<file path="config.mk">
export PLATFORM = sky130hd
export DESIGN_NAME = instr_sequencer
export DESIGN_NICKNAME = d
export VERILOG_FILES = /design/src/rtl/instr_sequencer.sv
export SDC_FILE = /design/constraint.sdc
export NUM_CORES = 1
export LEC_CHECK = 0
export BUFFER_PORTS_ARGS = -buffer_cell sky130_fd_sc_hd__buf_2
export CAP_MARGIN = 0
export CORE_MARGIN = 4
export CORE_UTILIZATION = 48
export DETAILED_ROUTE_END_ITERATION = 6
export PLACE_DENSITY = 0.74
export SLEW_MARGIN = 5
export SYNTH_ARGS = -nofsm -noshare
export SYNTH_HDL_FRONTEND = slang
export SYNTH_SLANG_ARGS = --single-unit
</file>
<file path="constraint.sdc">
create_clock -name clk -period 6.9 [get_ports clk]
set_clock_uncertainty 0.15 [all_clocks]
set_input_delay 0.345 -clock clk [delete_from_list [all_inputs] [get_ports clk]]
set_output_delay 0.345 -clock clk [all_outputs]
set_load 0.01 [all_outputs]
</file>
<file path="src/rtl/instr_sequencer.sv">
// Five-state instruction sequencer for the register-file / ALU / write-back datapath.
// Accepts one MIPS word, decodes R-type ALU ops and LUI, and steps READ -> EXEC -> WB.
module instr_sequencer (
    input  logic        clk,
    input  logic        rst_n,
    input  logic [31:0] instr_in,
    input  logic        instr_valid,
    output logic        instr_ready,
    output logic [4:0]  rr1,
    output logic [4:0]  rr2,
    output logic [4:0]  wr,
    output logic        we,
    output logic [3:0]  alu_op,
    output logic [4:0]  shift_count,
    output logic        wd_sel,
    output logic [31:0] imm_out,
    output logic        done,
    output logic        illegal,
    output logic [15:0] retired
);

    typedef enum logic [2:0] {
        S_IDLE   = 3'd0,
        S_DECODE = 3'd1,
        S_READ   = 3'd2,
        S_EXEC   = 3'd3,
        S_WB     = 3'd4
    } state_t;

    state_t      state;
    logic [31:0] instr_q;

    logic [5:0]  opcode, funct;
    logic [4:0]  rs, rt, rd, shamt;
    logic        dec_legal;
    logic [3:0]  dec_op;
    logic [4:0]  dec_rr1, dec_rr2, dec_wr, dec_sh;
    logic        dec_sel;
    logic [31:0] dec_imm;

    assign opcode = instr_q[31:26];
    assign rs     = instr_q[25:21];
    assign rt     = instr_q[20:16];
    assign rd     = instr_q[15:11];
    assign shamt  = instr_q[10:6];
    assign funct  = instr_q[5:0];

    assign instr_ready = (state == S_IDLE);

    always_comb begin
        dec_legal = 1'b0;
        dec_op    = 4'b0010;
        dec_rr1   = rs;
        dec_rr2   = rt;
        dec_wr    = rd;
        dec_sh    = shamt;
        dec_sel   = 1'b1;
        dec_imm   = 32'h0000_0000;
        if (opcode == 6'h00) begin
            dec_legal = 1'b1;
            case (funct)
                6'h20: dec_op = 4'b0010;
                6'h22: dec_op = 4'b0110;
                6'h24: dec_op = 4'b0000;
                6'h25: dec_op = 4'b0001;
                6'h27: dec_op = 4'b1100;
                6'h2A: dec_op = 4'b0111;
                6'h00: dec_op = 4'b1110;
                6'h02: dec_op = 4'b1101;
                6'h03: begin
                    // sra shifts the A operand, so both read ports fetch rt
                    dec_op  = 4'b1111;
                    dec_rr1 = rt;
                end
                default: dec_legal = 1'b0;
            endcase
        end else if (opcode == 6'h0F) begin
            dec_legal = 1'b1;
            dec_wr    = rt;
            dec_sh    = 5'd0;
            dec_sel   = 1'b0;
            dec_imm   = {instr_q[15:0], 16'h0000};
        end
    end

    always_ff @(posedge clk or negedge rst_n) begin
        if (!rst_n) begin
            state       <= S_IDLE;
            instr_q     <= 32'h0000_0000;
            rr1         <= 5'd0;
            rr2         <= 5'd0;
            wr          <= 5'd0;
            we          <= 1'b0;
            alu_op      <= 4'b0000;
            shift_count <= 5'd0;
            wd_sel      <= 1'b0;
            imm_out     <= 32'h0000_0000;
            done        <= 1'b0;
            illegal     <= 1'b0;
            retired     <= 16'd0;
        end else begin
            we      <= 1'b0;
            done    <= 1'b0;
            illegal <= 1'b0;
            case (state)
                S_IDLE: begin
                    if (instr_valid) begin
                        instr_q <= instr_in;
                        state   <= S_DECODE;
                    end
                end
                S_DECODE: begin
                    if (dec_legal) begin
                        rr1         <= dec_rr1;
                        rr2         <= dec_rr2;
                        wr          <= dec_wr;
                        alu_op      <= dec_op;
                        shift_count <= dec_sh;
                        wd_sel      <= dec_sel;
                        imm_out     <= dec_imm;
                        state       <= S_READ;
                    end else begin
                        illegal <= 1'b1;
                        state   <= S_IDLE;
                    end
                end
                S_READ: state <= S_EXEC;
                S_EXEC: begin
                    // writes to $0 retire normally but never strobe the register file
                    we    <= (wr != 5'd0);
                    done  <= 1'b1;
                    state <= S_WB;
                end
                S_WB: begin
                    retired <= retired + 16'd1;
                    state   <= S_IDLE;
                end
                default: state <= S_IDLE;
            endcase
        end
    end

endmodule

</file>
==> flow_summary.toml <==
[run_status]
outcome = "finished, final reports clean"

[setup_path]
worstPathMaxFanout = 32
start_kind = "flip-flop"
arrival_ns = 2.83
crit_slowest_cell = "dfrtp_1"
cp.buffers_inverters = 1
critPathMaxStageDelay_ns = 0.48
required_ns = 6.98
crit_type = "reg -> reg"
cp_cell_sequence = "and2_1 > o21a_1 > o31a_4 > o21ai_4 > buf_4 > mux2_2"
end_kind = "flip-flop"
worst_path_dominant_cell_family = "compound AO/OA/AOI/OAI gates"

[layout]
final_common_cell = "dfrtp_1"
n_antenna_cell = 0
fin_cells = 512
fillers = 688
finish.net_count = 439
syn2layout_area_growth_pct = 16.2
drive_gt1_frac = 0.452
most-common-layout-cells = "95 x dfrtp_1, 94 x buf_2, 46 x mux2_2, 19 x a22o_1, 16 x conb_1"

[clock_network]
cts_setup_buffers = 0
clockBufferDepth = 2
path_clk_slew_ns = 0.09
cts_max_level = 3
cts_sinks = 95
insertion_delay_ns = 0.35
cts_tree = "yes"
cts_buffers = 9
clock-root-buffer = "clkbuf_8"

[sta]
period_needed_ns = 2.74
finalHoldViolations = 0
max_freq_mhz = 365
worst_slew_pin_slew_ns = 0.790
drv_slew = 0
rsz0062_at_grt = "false"
worst_slack_ns = 4.16
finalSetupTns_ns = 0
min_period_over_period = 0.397
maxSlewHeadroom = 0.473
setup_viol = 0

[global_route]
grt_max_degree = 65
grt_first_pass_wirelength_mm = 13.7
antenna_found_initial = 0
grt_remaining_overflow = 0
grt_pass1_vias = 2673
grtUsageTotal = 0.171

[yosys]
syn_avg_cell_area_sq_um = 13.5
syn_area_sq_um = 4180
synth_ff_type = "dfrtp_1"
async_reset_ff_frac = 1.00
synth-seq-cells = 95
yosysSeqAreaShare = 0.568
ys_types = 42
synth_cells = 311
synth_edf_count = 0
yosysWarnings = 0

[floorplan]
pin_count = 112
rows = 33
die_w_um = 101
fp.coreArea_sq_um = 8340
die_y_um = 101
dieArea_sq_um = 10300
start_util = 0.502

[run]
drv_cap = 0

[placement]
hpwl_mm = 6.02
place_ws_ns = 4.19
portBuffers = 95
dpl.cell_count = 496
place.gp.congestion = 0.775

[power]
p_leak_uw = 0.00250
power_density_nw_per_um2 = 317
ir_drop_mv = 0.158

[min_path]
worstHoldPathType = "in -> reg"

[drt]
postRouteAntennaNets = 0
routedWlPerCell_um = 16.8
vias = 2728
dr.pass1.iters = 4
drt_iter0_drc = 106
wl_mm = 8.61
vias_per_cell = 5.33
drc_errors = 0
==> registers in the layout (all words and copies together) (netlist names) <==
name / flops
alu_op: 4
done: 1
illegal: 1
imm_out: 16
instr_q: 32
retired: 16
rr1: 5
rr2: 5
shift_count: 5
state: 3
wd_sel: 1
we: 1
wr: 5
==> report_power, final <==
| part | internal, uW | total, uW | switching [uW] |
|---|---|---|---|
| combinational | 217 | 392 | 174 |
| sequential | 687 | 799 | 112 |
| clock | 166 | 353 | 186 |
| total | 1070 | 1540 | 473 |
==> layout make-up <==
type	instances	area, sq um	share of cell area
tap	105	131	0.0270
timing repair buffer	99	510	0.105
inverter	2	7.51	0.00154
sequential	95	2380	0.489
clock inverter	5	58.8	0.0121
multi-input combinational	196	1650	0.339
clock buffer	10	128	0.0262
==> Yosys cell counts (6+ instances only) <==
library cell	number	area, sq um
dfrtp_1	95	2380
buf_4	16	120
mux2_2	46	518
nand4_1	9	56.3
nand3_1	7	35.0
nand2_1	12	45.0
xnor2_1	11	96.3
o21ai_0	6	30.0
nor2_1	8	30.0
mux2_4	13	195
a22o_1	19	166
clkbuf_1	10	37.5
==> through the flow <==
stage | area [sq um] | power, uW | hold WS, ns | utilization
finish | 4860 | 1540 | 0.0715 | 0.583
global placement | 4670 | 1190 | 0.152 | 0.560
CTS | 4860 | 1560 | 0.0598 | 0.583
floorplan | 4240 | 1040 | -0.101 | -
global route | 4860 | 1630 | 0.0622 | 0.583
detailed placement | 4670 | 1200 | 0.153 | 0.560
==> logic make-up after synthesis <==
| logic type | Yosys count | share of synthesized area |
|---|---|---|
| AND/OR/NAND/NOR | 62 | 0.0906 |
| multiplexers | 59 | 0.170 |
| flip-flops | 95 | 0.568 |
| other | 1 | 0.000896 |
| AO/OA/AOI/OAI | 43 | 0.0846 |
| XOR/XNOR | 15 | 0.0314 |
| adder cells (fa/ha/maj) | 1 | 0.00299 |
| buffers and inverters | 35 | 0.0508 |
==> timing repair <==
item	4_1_cts	5_1_grt
hold buffers	1	0
resized for setup	0	0
endpoints found under the hold margin	31	0
==> routing by layer <==
| layer | GRT usage | vias to the layer above | wire length (um) |
|---|---|---|---|
| met5 | 0 | - | 0 |
| met2 | 0.249 | 100 | 3930 |
| li1 | - | 1260 | - |
| met4 | 0.0613 | 0 | 99 |
| met1 | 0.254 | 1361 | 4080 |
| met3 | 0.0337 | 7 | 501 |
==> final timing paths <==
check / start / endpoint / slack (ns) / cells past startpoint
setup / recovery: instr_q[2]$_DFFE_PN0P_ / rr1[1]$_DFFE_PN0P_ / 4.16 / 6
hold reg to reg: retired[15]$_DFFE_PN0N_ / retired[15]$_DFFE_PN0N_ / 0.33 / 1
hold / removal: instr_in[10] / instr_q[10]$_DFFE_PN0P_ / 0.07 / 2
min in group asynchronous: rst_n / imm_out[26]$_DFFE_PN0P_ / 0.32 / 2
setup reg to reg: instr_q[2]$_DFFE_PN0P_ / rr1[1]$_DFFE_PN0P_ / 4.16 / 6
max in group asynchronous: rst_n / wr[1]$_DFFE_PN0P_ / 5.16 / 3
Note: power is estimated with default switching activity, not from simulation.
